<file path="src/rtl/por_seq_pkg.sv">
// Shared state encoding and default timing constants for the POR reset sequencer.
package por_seq_pkg;

    typedef enum logic [2:0] {
        ST_HOLD     = 3'd0,
        ST_DEBOUNCE = 3'd1,
        ST_RELEASE  = 3'd2,
        ST_WAIT_RDY = 3'd3,
        ST_GAP      = 3'd4,
        ST_RUN      = 3'd5
    } seq_state_e;

    localparam int STABLE_CYC_DEF  = 16;
    localparam int GAP_CYC_DEF     = 8;
    localparam int TIMEOUT_CYC_DEF = 200;

endpackage

</file>
<file path="src/rtl/por_sync_2ff.sv">
// Two-flop level synchronizer with synchronous active-high clear.
module por_sync_2ff (
    input  logic clk,
    input  logic clr,
    input  logic d,
    output logic q
);

    logic meta;

    always_ff @(posedge clk) begin
        if (clr) begin
            meta <= 1'b0;
            q    <= 1'b0;
        end else begin
            meta <= d;
            q    <= meta;
        end
    end

endmodule

</file>
<file path="src/rtl/por_reset_sequencer.sv">
// Debounces the POR level and releases NUM_DOM reset domains in order, each gated by ready + gap.
// Optional ready-wait timeout with sticky error flag: define READY_TIMEOUT_EN.
module por_reset_sequencer
    import por_seq_pkg::*;
#(
    parameter int NUM_DOM     = 3,
    parameter int STABLE_CYC  = STABLE_CYC_DEF,
    parameter int GAP_CYC     = GAP_CYC_DEF,
    parameter int CNT_W       = 8,
    parameter int TIMEOUT_CYC = TIMEOUT_CYC_DEF
) (
    input  logic               wb_clk_i,
    input  logic               wb_rst_i,
    input  logic               porb_l_i,
    input  logic               sw_rst_req_i,
    input  logic [NUM_DOM-1:0] dom_ready_i,
    output logic [NUM_DOM-1:0] rst_dom_o,
    output logic               seq_done_o,
    output logic [2:0]         seq_state_o,
    output logic               timeout_err_o
);

    localparam int IDX_W   = (NUM_DOM > 1) ? $clog2(NUM_DOM) : 1;
    localparam int CNT_MAX = (STABLE_CYC > GAP_CYC)
                             ? ((STABLE_CYC > TIMEOUT_CYC) ? STABLE_CYC : TIMEOUT_CYC)
                             : ((GAP_CYC > TIMEOUT_CYC) ? GAP_CYC : TIMEOUT_CYC);

    localparam logic [CNT_W-1:0] STABLE_LAST = CNT_W'(STABLE_CYC - 1);
    localparam logic [CNT_W-1:0] GAP_LAST    = CNT_W'(GAP_CYC - 1);
    localparam logic [CNT_W-1:0] CNT_CAP     = CNT_W'(CNT_MAX - 1);
    localparam logic [IDX_W-1:0] IDX_LAST    = IDX_W'(NUM_DOM - 1);

    seq_state_e         state, state_nx;
    logic [CNT_W-1:0]   cnt, cnt_nx, cnt_inc;
    logic [IDX_W-1:0]   idx, idx_nx;
    logic [NUM_DOM-1:0] rst_nx;
    logic               porb_s;

    por_sync_2ff u_porb_sync (
        .clk (wb_clk_i),
        .clr (wb_rst_i),
        .d   (porb_l_i),
        .q   (porb_s)
    );

    // Counter saturates at the largest threshold in use so it can never wrap.
    assign cnt_inc     = (cnt == CNT_CAP) ? cnt : cnt + 1'b1;
    assign seq_state_o = state;

`ifdef READY_TIMEOUT_EN
    localparam logic [CNT_W-1:0] TIMEOUT_LAST = CNT_W'(TIMEOUT_CYC - 1);
    logic err_nx;
`endif

    always_comb begin
        state_nx = state;
        cnt_nx   = cnt;
        idx_nx   = idx;
        rst_nx   = rst_dom_o;
`ifdef READY_TIMEOUT_EN
        err_nx   = timeout_err_o;
`endif
        // Brown-out beats everything, including a software request in the same cycle.
        if (state != ST_HOLD && !porb_s) begin
            state_nx = ST_HOLD;
            cnt_nx   = '0;
            idx_nx   = '0;
            rst_nx   = '1;
`ifdef READY_TIMEOUT_EN
            err_nx   = 1'b0;
`endif
        end else if (sw_rst_req_i && state != ST_HOLD && state != ST_DEBOUNCE) begin
            state_nx = ST_DEBOUNCE;
            cnt_nx   = '0;
            idx_nx   = '0;
            rst_nx   = '1;
        end else begin
            case (state)
                ST_HOLD: begin
                    if (porb_s) begin
                        state_nx = ST_DEBOUNCE;
                        cnt_nx   = '0;
                    end
                end
                ST_DEBOUNCE: begin
                    if (cnt == STABLE_LAST) begin
                        state_nx = ST_RELEASE;
                        cnt_nx   = '0;
                    end else begin
                        cnt_nx = cnt_inc;
                    end
                end
                ST_RELEASE: begin
                    rst_nx[idx] = 1'b0;
                    state_nx    = ST_WAIT_RDY;
                    cnt_nx      = '0;
                end
                ST_WAIT_RDY: begin
                    if (dom_ready_i[idx]) begin
                        state_nx = ST_GAP;
                        cnt_nx   = '0;
                    end
`ifdef READY_TIMEOUT_EN
                    else if (cnt == TIMEOUT_LAST) begin
                        err_nx   = 1'b1;
                        state_nx = ST_GAP;
                        cnt_nx   = '0;
                    end else begin
                        cnt_nx = cnt_inc;
                    end
`endif
                end
                ST_GAP: begin
                    if (cnt == GAP_LAST) begin
                        cnt_nx = '0;
                        if (idx == IDX_LAST) begin
                            state_nx = ST_RUN;
                        end else begin
                            idx_nx   = idx + 1'b1;
                            state_nx = ST_RELEASE;
                        end
                    end else begin
                        cnt_nx = cnt_inc;
                    end
                end
                ST_RUN: begin
                    state_nx = ST_RUN;
                end
                default: begin
                    state_nx = ST_HOLD;
                    rst_nx   = '1;
                end
            endcase
        end
    end

    always_ff @(posedge wb_clk_i) begin
        if (wb_rst_i) begin
            state      <= ST_HOLD;
            cnt        <= '0;
            idx        <= '0;
            rst_dom_o  <= '1;
            seq_done_o <= 1'b0;
        end else begin
            state      <= state_nx;
            cnt        <= cnt_nx;
            idx        <= idx_nx;
            rst_dom_o  <= rst_nx;
            seq_done_o <= (state_nx == ST_RUN);
        end
    end

`ifdef READY_TIMEOUT_EN
    always_ff @(posedge wb_clk_i) begin
        if (wb_rst_i) begin
            timeout_err_o <= 1'b0;
        end else begin
            timeout_err_o <= err_nx;
        end
    end
`else
    assign timeout_err_o = 1'b0;
`endif

endmodule

</file>
<file path="config.mk">
export PLATFORM = sky130hd
export DESIGN_NAME = por_reset_sequencer
export DESIGN_NICKNAME = d
export VERILOG_FILES = /design/src/rtl/por_seq_pkg.sv /design/src/rtl/por_sync_2ff.sv /design/src/rtl/por_reset_sequencer.sv
export SDC_FILE = /design/constraint.sdc
export NUM_CORES = 1
export LEC_CHECK = 0
export CORE_MARGIN = 1.5
export CORE_UTILIZATION = 28
export CTS_BUF_LIST = sky130_fd_sc_hd__clkbuf_16
export CTS_CLUSTER_DIAMETER = 100
export DETAILED_ROUTE_END_ITERATION = 12
export GPL_TIMING_DRIVEN = 0
export SYNTH_ARGS = -nofsm -noshare
export SYNTH_HDL_FRONTEND = slang
export SYNTH_SLANG_ARGS = --single-unit
</file>
<file path="constraint.sdc">
create_clock -name wb_clk_i -period 1.9 [get_ports wb_clk_i]
set_input_delay 0.57 -clock wb_clk_i [delete_from_list [all_inputs] [get_ports wb_clk_i]]
set_output_delay 0.57 -clock wb_clk_i [all_outputs]
set_load 0.02 [all_outputs]
</file>
==> results of run 1 <==
[metrics by stage]
stage                     total power (uW)  utilization, %
after detailed placement               530            35.0
after floorplan                        496               -
after global placement                 526            35.0
after global routing                  1010            39.0
final                                  966            39.0
after CTS                              973            37.9
[kinds of logic (layout without fill, tap and decap cells)]
family	count (synthesis)	after routing
XOR/XNOR	1	1
AND/OR/NAND/NOR	57	57
multiplexers	2	2
other	1	1
buffers and inverters	12	31
flip-flops	19	19
AO/OA/AOI/OAI	41	41
adder cells (fa/ha/maj)	4	4
[path summary, 6_finish.rpt]
path / slack (ps) / to
worst max-delay path: 50 / seq_state_o[2]
worst max register to register: 60 / cnt[4]
worst min-delay path: 450 / rst_dom_o[0]
worst min register to register: 450 / rst_dom_o[0]
[registers in the layout, indices dropped and copies added (netlist names)]
| signal | flops |
|---|---|
| u_porb_sync.q | 1 |
| rst_dom_o | 3 |
| seq_done_o | 1 |
| u_porb_sync.meta | 1 |
| idx | 2 |
| cnt | 8 |
| seq_state_o | 3 |
[worst register-to-register path: stages (launching register included)]
cell and delay, ps:
dfxtp_1 360, or4_4 590, o21ai_2 210, a2111oi_4 110, buf_2 180, a221o_1 280
[final cells by class]
cell class	instances	share of cell area (%)
clock buffer	3	5.14
tap	48	4.11
multi-input combinational	106	49.9
timing repair buffer	15	10.5
inverter	7	1.80
clock inverter	1	0.343
buffer	5	2.06
sequential	19	26.1
[timing repair]
| action | 4_1_cts | 5_1_grt |
|---|---|---|
| setup endpoints to repair | 10 | 9 |
| gates resized for setup | 6 | 9 |
| hold buffers | 0 | 0 |
| gates cloned | 0 | 1 |
| pin swaps | 1 | 6 |
| hold endpoints to repair | 0 | 0 |
| setup buffers | 0 | 1 |
[metal layers]
metal / routed length (um) / vias up / part of all wire, %
li1: - / 539 / -
met1: 1150 / 503 / 45
met2: 1340 / 16 / 52
met3: 73 / 0 / 2.9
met4: 0 / 0 / 0
met5: 0 / - / 0
[layout by cell type, fill, tap and decap left out, types with 2 or more instances in the layout]
cell type | synthesis | routed
clkbuf_16 | 0 | 3
dfxtp_1 | 19 | 18
clkbuf_1 | 3 | 3
nand3b_1 | 2 | 2
nand4_1 | 2 | 2
a21o_1 | 7 | 7
nor2_1 | 16 | 16
a22o_1 | 3 | 3
nor2b_1 | 6 | 6
nand2b_1 | 2 | 2
a21oi_1 | 10 | 9
buf_4 | 1 | 2
ha_1 | 4 | 3
o21ai_0 | 7 | 7
or2_2 | 3 | 3
nand2_1 | 5 | 5
inv_1 | 7 | 7
dlymetal6s2s_1 | 0 | 5
o21ai_1 | 2 | 2
nand3_1 | 12 | 11
clkdlybuf4s50_1 | 0 | 7
o21ai_2 | 2 | 2
[power by group]
part / switching (uW) / leakage [uW] / internal [uW]
clock: 154 / 0.0000409 / 282
combinational: 54.0 / 0.000384 / 48.3
sequential: 14.6 / 0.000154 / 413
total: 222 / 0.000579 / 744
==> summary.md, run 1 <==
| Metric | Value |
|---|---|
| Outcome | `finished clean` |
| Mapped Cells | `between 100 and 150` |
| M1 GR Usage | `between 10% and 20%` |
| CP max stage cell | `clkdlybuf4s50_1` |
| TritonCTS clock tree | `built` |
| Endpoints failing setup | `0` |
| YS warnings | `0` |
| DR vias | `1,058` |
| I/O pin count | `15` |
| First-pass GRT wire length | `approximately 4100 um` |
| Period utilisation layout | `~100%` |
| Startpoint types | `flop` |
| DPL Wire Length | `1850 um` |
| Clock sinks | `19` |
| IO Port Bufs | `13` |
| Final #Nets | `~170` |
| DRT iter0 DRCs | `39` |
| Initial antenna violation count | `0` |
| Busiest grt layer | `met2` |
| Most common cell in the netlist | `dfxtp_1` |
| Initial Util | `29.9%` |
| Root Buffer Master | `clkbuf_16` |
| Share of post-route cells with drive strength above 1 | `14.7%` |
| Core area | `about 3700 um2` |
| Row Count | `22` |
| Hold Violations, Final | `0` |
| Final worst slack | `a little over 50 ps` |
| Routed vias/inst | `5.19` |
| Pins Over Slew Limit | `0` |
| Cell area power density | `662 nW/um2` |
| Area share of the leading cell type in the synthesized netlist | `34.0%` |
| CP Capture Type | `output pin` |
| Worst r2r path cells | `5` |
| Clk Latency, worst-skew pair | `250 ps` |
| DR pass1 iterations | `4` |
| Sequential cell area | `around 380 um2` |
| Max_cap viols | `0` |
| Post-synth EDFFs | `0` |
| Synth Area in XOR/XNOR | `less than 1%` |
| Post-Synth Adder-Cell Area | `4.47%` |
| Final Skew | `3.69 ps` |
| Top cells by count, synth | `dfxtp_1 (19), nor2_1 (16), nand3_1 (12), a21oi_1 (10)` |
| WP buf/inv | `1` |
| Area Overhead vs Synth | `30.4%` |
| Worst path arrival time | `1280 ps` |
| Most common flop cell mapped by yosys | `dfxtp_1` |
| GRT Total Usage | `11.9%` |
| Synth Area per Inst | `8.17 um2` |
| Cell taking the most area after synthesis | `dfxtp_1` |
| Post-route cell area | `1460 um2` |
| Syn Nets | `148` |
| Hold Path Cell Cnt | `1` |
| Crit path max-delay family | `buffers and inverters` |
| Multi-input logic area | `728 um2` |
| Asr flop ratio synth | `0%` |
| Kind of critical path | `flop to output pin` |
| RSZ-0062 raised after global routing | `true` |
| Area contributors post-synth | `dfxtp_1 (34%), nand3_1 (5.4%), nor2_1 (5.4%), a21o_1 (4.7%), a21oi_1 (4.5%)` |
| Critical path required time | `~1300 ps` |
| WL per Instance | `about 13 um` |
| Placed cell area | `between 1000 and 1500 um2` |
| Total wire length | `around 2600 um` |
| Fillers | `402` |
| H-tree depth | `1` |
| Placed Cells | `a little under 200` |
| Unique masters post-synth | `41` |
| Fmax | `0.541 GHz` |
| Met3 usage | `3.58%` |
| Critical-path maximum fanout | `6` |
| Detail Route Antenna Nets | `0` |
| Critical path, cell by cell | `clkdlybuf4s50_1` |
| Clock buffer depth | `2` |
| Clk pin slew, worst setup/hold paths | `60 ps` |
| Layout Cells excl Fill | `204` |
| Worst R2R Start | `cnt[5]` |
| Crit-path max cell delay | `630 ps` |
| Global placement routability congestion | `about 0.9` |
| Sequential area share after synthesis | `between 30% and 40%` |
| Largest family of logic cells by synthesized area | `simple AND/OR/NAND/NOR gates` |
| Pre-CTS setup slack | `-370 ps` |
| M2 GR Usage | `about a fifth` |
| CP Launch Point | `seq_state_o[2]` |
| Mux cell area share after synthesis | `1.79%` |
| Compound-Gate Fraction of Synth Area | `approximately 26%` |
| Setup total negative slack | `0 ps` |
| Area of the mapped netlist | `~1100 um2` |
| FF+latch count, synth | `19` |
| Largest net degree at the start of global routing | `12` |
| Vias in the first global route | `954` |
| Hold Crit Start | `rst_dom_o[0]` |
| Crit path depth | `1` |
| CTS buffer count | `3` |
| Worst min path class | `flop to flop` |
| Drt drc | `0` |
| Grt ovf | `0` |
| Die H | `66.2 um` |
| Simple logic cell fraction of the synthesized area | `27.7%` |
| ANT cells | `0` |
| Leak pwr | `0.000579 uW` |
| Tmin final | `around 1800 ps` |
| Die W | `66.2 um` |
| Die area | `4390 um2` |
| WHS | `454 ps` |
| Peak supply drop | `~0.38 mV` |
No activity file was read; power rests on OpenSTA's default activity.
==> run 2, diff against run 1 <==
--- a/config.mk
+++ b/config.mk
@@ -13,4 +13,5 @@
 export GPL_TIMING_DRIVEN = 0
 export SYNTH_ARGS = -nofsm -noshare
 export SYNTH_HDL_FRONTEND = slang
+export SYNTH_HIERARCHICAL = 1
 export SYNTH_SLANG_ARGS = --single-unit
==> run 2 against run 1 <==
  * Critical path depth up 5
  * Synthesized area up 7.2%
  * Clock power about the same
  * Fmax down 0.91%
==> summary.md, run 2 <==
| Metric | Value |
|---|---|
| Final #Nets | `175 (+4.2%)` |
| Peak supply drop | `0.284 mV (-25%)` |
| DR pass1 iterations | `4 (unchanged)` |
| Root Buffer Master | `clkbuf_16` |
| Endpoints failing setup | `0 (unchanged)` |
| Drt drc | `0 (unchanged)` |
| Syn Nets | `155 (+4.7%)` |
| Global placement routability congestion | `0.789 (-10%)` |
| I/O pin count | `15 (unchanged)` |
| Pins Over Slew Limit | `0 (unchanged)` |
| Max_cap viols | `0 (unchanged)` |
| Critical-path maximum fanout | `7 (+1)` |
| Compound-Gate Fraction of Synth Area | `22.1% (-3.8 points)` |
| Most common flop cell mapped by yosys | `dfxtp_1` |
| Commonest non-fill, non-tap cell in the layout | `dfxtp_1` |
| Clock sinks | `19 (unchanged)` |
| Largest family of logic cells by synthesized area | `simple AND/OR/NAND/NOR gates` |
| Die area | `4690 um2 (+6.8%)` |
| Fmax | `0.536 GHz (-0.91%)` |
| Post-synth EDFFs | `0 (unchanged)` |
| Net Sw Power | `195 uW (-12%)` |
| ANT cells | `0 (unchanged)` |
| Cell taking the most area after synthesis | `dfxtp_1` |
| Leak pwr | `0.000523 uW (-9.8%)` |
| FF+latch count, synth | `19 (unchanged)` |
| Row Count | `23 (+4.5%)` |
| Final worst slack | `34.4 ps (-17.1 ps)` |
| Vias in the first global route | `995 (+4.3%)` |
| Placed cell area | `1390 um2 (+6.3%)` |
| Asr flop ratio synth | `0% (unchanged)` |
| Slew of the pin with the lowest slew margin | `503 ps` |
| Comb power frac | `7.6% (-3.0 points)` |
| Cell area power density | `588 nW/um2 (-11%)` |
| Mapped Cells | `144 (+5.1%)` |
| Startpoint types | `input port` |
| Die H | `68.5 um (+3.4%)` |
| GRT Total Usage | `13.1% (+1.2 points)` |
| DPL Wire Length | `1960 um (+5.8%)` |
| Clk Latency, worst-skew pair | `250 ps (about the same)` |
| Worst path arrival time | `1990 ps (+710 ps)` |
| Kind of critical path | `input port to flop` |
| Critical path required time | `2030 ps (+700 ps)` |
| DRT iter0 DRCs | `51 (+31%)` |
| Grt ovf | `0 (unchanged)` |
| Area share of the leading cell type in the synthesized netlist | `31.7% (-2.3 points)` |
| Core area | `4060 um2 (+8.4%)` |
| Top cells by count, synth | `dfxtp_1 (19), inv_1 (16), nand2_1 (10), nand3_1 (8)` |
| WL per Instance | `12.9 um (+2.6%)` |
| Area Overhead vs Synth | `28.8%` |
| Largest net degree at the start of global routing | `11 (-1)` |
| H-tree depth | `1 (unchanged)` |
| Most common cell in the netlist | `dfxtp_1` |
| Clock buffer depth | `2 (unchanged)` |
| Die W | `68.5 um (+3.4%)` |
| Tmin final | `1870 ps (+17.1 ps)` |
| M2 GR Usage | `19.5% (-1.0 points)` |
| Simple logic cell fraction of the synthesized area | `29.5% (+1.8 points)` |
| Largest register FFs | `8 (unchanged)` |
| Initial Util | `29.6% (-0.34 points)` |
| Initial antenna violation count | `0 (unchanged)` |
| Cell-internal power | `714 uW (-4.0%)` |
| DR vias | `1,116 (+5.5%)` |
| Share of post-route cells with drive strength above 1 | `14.1% (-0.63 points)` |
| Area contributors post-synth | `dfxtp_1 (32%), inv_1 (5.0%), ha_1 (4.2%), o221ai_1 (3.6%), nand3_1 (3.3%)` |
| Total wire length | `2740 um (+7.1%)` |
| Fillers | `421 (+4.7%)` |
| CTS buffer count | `3 (unchanged)` |
| Final Skew | `1.62 ps (-2.07 ps)` |
| Mux cell area share after synthesis | `1.67% (-0.12 points)` |
| YS warnings | `6 (+6)` |
| Clock share of power | `47.7% (+2.6 points)` |
| Switching Share | `21.4% (-1.6 points)` |
| First-pass GRT wire length | `4550 um (+12%)` |
| M1 GR Usage | `17.0% (+2.8 points)` |
| TritonCTS clock tree | `built` |
| Synth Area in XOR/XNOR | `2.92% (+2.1 points)` |
| Area of the mapped netlist | `1200 um2 (+7.2%)` |
| Met3 usage | `3.62% (+0.041 points)` |
| Detail Route Antenna Nets | `0 (unchanged)` |
| CP Capture Type | `flop` |
| Sequential area share after synthesis | `31.7% (-2.3 points)` |
| Most frequent cells in the layout | `dfxtp_1 (19), inv_1 (17), nand2_1 (10)` |
| Unique masters post-synth | `46 (+12%)` |
| Relative slew slack | `66.2%` |
| Synth Area per Inst | `8.33 um2 (+1.9%)` |
| Busiest grt layer | `met2` |
| Outcome | `finished clean` |
| Post-Synth Adder-Cell Area | `5.01% (+0.54 points)` |
| RSZ-0062 raised after global routing | `false` |
| IO Port Bufs | `13 (unchanged)` |
| Pre-CTS setup slack | `-671 ps (-300 ps)` |
| Post-route cell area | `1550 um2 (+5.8%)` |
| Post-CTS Hold Fix Bufs | `0 (unchanged)` |
| Hold Violations, Final | `0 (unchanged)` |
| Worst min path class | `flop to flop` |
| Flop pwr share | `44.6% (+0.3 points)` |
| Routed vias/inst | `5.24 (+1.0%)` |
| Period utilisation layout | `98.2% (+0.90 points)` |
| Biggest register | `cnt` |
| Clk pin slew, worst setup/hold paths | `50 ps (about the same)` |
[run 2: cell families after synthesis]
family	after synthesis
compound gates	34
fa+ha+maj	5
mux	2
other cells	1
simple gates	59
buf+inv	20
xor+xnor	4
flops	19
[run 2: layout make-up]
type / instances / area (um2) / area share [%]
timing repair buffer: 15 / 151 / 9.80
buffer: 4 / 22.5 / 1.46
multi-input combinational: 105 / 790 / 51.1
clock inverter: 1 / 3.75 / 0.243
clock buffer: 3 / 75.1 / 4.86
sequential: 19 / 380 / 24.6
tap: 50 / 62.6 / 4.05
inverter: 16 / 60.1 / 3.89
[run 2: repair_timing]
action                     4_1_cts  5_1_grt
setup buffers                    1        1
pin swaps                        1        2
setup endpoints to repair       10       10
resized for setup                6       11
[run 2: through the flow]
stage	util, %	TNS (ps)	power [uW]	hold WS [ps]	instances
finish	38.1	0	909	435	213
global route	38.1	0	950	459	213
CTS	36.9	0	918	440	212
detailed placement	34.3	-5850	473	427	207
global placement	34.3	-6160	474	416	207
floorplan	-	0	447	414	144
[run 2: path summary, 6_finish.rpt]
kind	start	end	slack, ps	cells past startpoint
worst max-delay path	dom_ready_i[2]	cnt[5]	30	6
worst min register to register	u_porb_sync/meta	u_porb_sync/q	440	1
worst max register to register	cnt[5]	cnt[5]	190	4
worst min-delay path	u_porb_sync/meta	u_porb_sync/q	440	1
[run 2: power groups by stage]
stage / sequential [uW] / clock, uW / combinational [uW]
CTS: 406 / 450 / 62.6
detailed placement: 414 / 0 / 58.8
global route: 406 / 469 / 75.1
floorplan: 415 / 0 / 32.5
finish: 406 / 434 / 69.4
global placement: 414 / 0 / 59.1
[run 2: worst max-delay path: stages]
cell and delay, ps:
clkdlybuf4s50_1 470, mux2i_2 80, o2111a_2 310, o311ai_4 280
buf_6 170, o221ai_1 110
[run 2: metal layers]
metal | up-vias | wire [um]
li1 | 573 | -
met1 | 513 | 1370
met2 | 23 | 1200
met3 | 7 | 99
met4 | 0 | 71
met5 | - | 0
==> run 3, diff against run 2 <==
--- a/config.mk
+++ b/config.mk
@@ -5,7 +5,7 @@
 export SDC_FILE = /design/constraint.sdc
 export NUM_CORES = 1
 export LEC_CHECK = 0
-export CORE_MARGIN = 1.5
+export CORE_MARGIN = 3
 export CORE_UTILIZATION = 28
 export CTS_BUF_LIST = sky130_fd_sc_hd__clkbuf_16
 export CTS_CLUSTER_DIAMETER = 100
==> run 3 against run 2 <==
  * Flip-flop and latch count did not move
  * Setup slack improved by 24 ps
  * Sequential power barely moved
  * Fmax rose by 1.3%
  * Count of clock-buffer cells in the layout did not move
  * Global-route usage fell by 1.8 points
  * Clock power rose by 2%
  * Power rose by 0.65%
  * Critical path depth did not move
==> summary.md, run 3 (synthesis results as in run 2) <==
| Metric | Value |
|---|---|
| Outcome | `finished clean` |
| Slew of the pin with the lowest slew margin | `597 ps (+94.1 ps)` |
| CP Capture Type | `flop` |
| Final Skew | `2.86 ps (+1.23 ps)` |
| Hold Path Cell Cnt | `1 (unchanged)` |
| Tmin final | `1840 ps (-24.2 ps)` |
| Kind of critical path | `input port to flop` |
| Critical path required time | `2030 ps (about the same)` |
| First-pass GRT wire length | `4540 um (-0.31%)` |
| Worst Hold End | `u_porb_sync/q` |
| Detail Route Antenna Nets | `0 (unchanged)` |
| Final worst slack | `58.6 ps (+24.2 ps)` |
| Final #Nets | `175 (unchanged)` |
| Biggest register | `cnt` |
| Final core occ | `37.4% (-0.71 points)` |
| CTS buffer count | `3 (unchanged)` |
| Fillers | `422 (+0.24%)` |
| FF-to-FF setup slack | `160 ps (-30 ps)` |
| Post-CTS Hold Fix Bufs | `0 (unchanged)` |
| Max_cap viols | `0 (unchanged)` |
| ANT cells | `0 (unchanged)` |
| Initial Util | `29.6% (unchanged)` |
| DR pass1 iterations | `4 (unchanged)` |
| Placed Cells | `207 (unchanged)` |
| Commonest non-fill, non-tap cell in the layout | `dfxtp_1` |
| Share of post-route cells with drive strength above 1 | `11.7% (-2.5 points)` |
| Clock sinks | `19 (unchanged)` |
| DPL Wire Length | `1960 um (unchanged)` |
| Fmax | `0.543 GHz (+1.3%)` |
| Worst path arrival time | `1970 ps (-20 ps)` |
| Worst min path class | `flop to flop` |
| Clk Latency, worst-skew pair | `250 ps (about the same)` |
| I/O pin count | `15 (unchanged)` |
| Die area | `5110 um2 (+9.0%)` |
| H-tree depth | `1 (unchanged)` |
| Routed vias/inst | `5.03 (-4.0%)` |
| Largest net degree at the start of global routing | `12 (+1)` |
| Leak pwr | `0.000513 uW (-1.9%)` |
| Peak supply drop | `0.447 mV (+57%)` |
| Pre-CTS setup slack | `-721 ps (-50.5 ps)` |
| Root Buffer Master | `clkbuf_16` |
| IO Port Bufs | `13 (unchanged)` |
| Die H | `71.5 um (+4.4%)` |
| Area Overhead vs Synth | `26.4%` |
| TritonCTS clock tree | `built` |
| Crit-path max cell delay | `470 ps (about the same)` |
| Most frequent cells in the layout | `dfxtp_1 (19), inv_1 (16), nand2_1 (10), clkdlybuf4s50_1 (10), nand3_1 (8)` |
| WHS | `435 ps (-0.194 ps)` |
| Worst r2r path cells | `5 (+1)` |
| Hold Violations, Final | `0 (unchanged)` |
| WL per Instance | `12.5 um (-2.4%)` |
| Period utilisation layout | `96.9% (-1.3 points)` |
| CP max stage cell | `clkdlybuf4s50_1` |
| Setup total negative slack | `0 ps (unchanged)` |
| Startpoint types | `input port` |
| Die W | `71.5 um (+4.4%)` |
| Worst R2R Start | `seq_state_o[1]` |
| Largest register FFs | `8 (unchanged)` |
| GRT Total Usage | `11.3% (-1.8 points)` |
| Pins Over Slew Limit | `0 (unchanged)` |
| Endpoints failing setup | `0 (unchanged)` |
| Row Count | `23 (unchanged)` |
| DR vias | `1,071 (-4.0%)` |
| Global placement routability congestion | `0.769 (-2.6%)` |
| Grt ovf | `0 (unchanged)` |
| Core area | `4060 um2 (unchanged)` |
| Cell area power density | `603 nW/um2 (+2.6%)` |
| Initial antenna violation count | `0 (unchanged)` |
| Drt drc | `0 (unchanged)` |
| DRT iter0 DRCs | `31 (-39%)` |
| Critical path, cell by cell | `clkdlybuf4s50_1 -> mux2i_2 -> o2111a_1 -> o311ai_4 -> buf_6 -> o221ai_1` |
| Total wire length | `2670 um (-2.4%)` |
| Relative slew slack | `60.1% (-6.1 points)` |
| Hold Crit Start | `u_porb_sync/meta` |
| Clk pin slew, worst setup/hold paths | `60 ps (about the same)` |
| Critical R2R Capture | `cnt[3]` |
| Layout Cells excl Fill | `213 (unchanged)` |
| Vias in the first global route | `984 (-1.1%)` |
| RSZ-0062 raised after global routing | `false` |
| Critical-path maximum fanout | `7 (unchanged)` |
| Clock buffer depth | `2 (unchanged)` |
run 3: cell types whose count changed in the layout (fill, tap and decap cells not counted):
cell / change
o221ai_2: -2
o2111a_1: +1
o221ai_1: +2
o32ai_2: -1
nor4_1: +1
o2111a_2: -1
dlymetal6s2s_1: -1
clkinv_2: +1
nor4_2: -1
inv_1: -1
clkdlybuf4s50_1: +1
o32ai_1: +1
run 3: cell type report:
class                           count  area, um2  share of cell area [%]
Timing Repair Buffer               15        149                    9.82
Clock buffer                        3       75.1                    4.95
Tap cell                           50       62.6                    4.13
Multi-Input combinational cell    105        762                    50.2
Sequential cell                    19        380                    25.1
Clock inverter                      1       5.00                   0.330
Buffer                              4       22.5                    1.49
Inverter                           16       60.1                    3.96
run 3: stage by stage:
stage,power [uW],instance area [um2]
finish,915,1520
global route,951,1520
CTS,923,1500
detailed placement,474,1390
global placement,474,1390
floorplan,447,1200
run 3: what timing repair did:
| item | in CTS | in global routing |
|---|---|---|
| pin swaps | 1 | 1 |
| buffers inserted | 1 | 1 |
| endpoints found under the setup margin | 10 | 6 |
| gates resized for setup | 6 | 5 |
run 3: critical path: cells and delay by family:
| kind | cells | cell delay, ps |
|---|---|---|
| AOI/OAI and AO/OA | 3 | 690 |
| buffers and inverters | 2 | 630 |
| muxes | 1 | 90 |
run 3: worst max-delay path by stage:
stage / start / endpoint / slack [ps] / cells past startpoint
2_1_floorplan: sw_rst_req_i / cnt[0] / 80 / 4
3_3_place_gp: dom_ready_i[2] / cnt[3] / -710 / 5
3_5_place_dp: dom_ready_i[2] / cnt[1] / -720 / 5
4_1_cts: dom_ready_i[2] / cnt[3] / 30 / 5
5_1_grt: dom_ready_i[0] / cnt[7] / 0.2 / 6
6_report: dom_ready_i[2] / cnt[3] / 60 / 6
run 3: metal layers:
| layer | wire length [um] | part of all wire, % | vias up | global-route usage, % |
|---|---|---|---|---|
| li1 | - | - | 569 | - |
| met1 | 1300 | 48 | 485 | 13.8 |
| met3 | 74 | 2.8 | 4 | 3.37 |
| met2 | 1260 | 47 | 13 | 18.3 |
| met4 | 40 | 1.5 | 0 | 5.01 |
| met5 | 0 | 0 | - | 0 |
run 3: power by group:
part / switching, uW / internal [uW]
Clock: 159 / 283
Combinational: 35.6 / 31.7
Sequential: 3.99 / 402
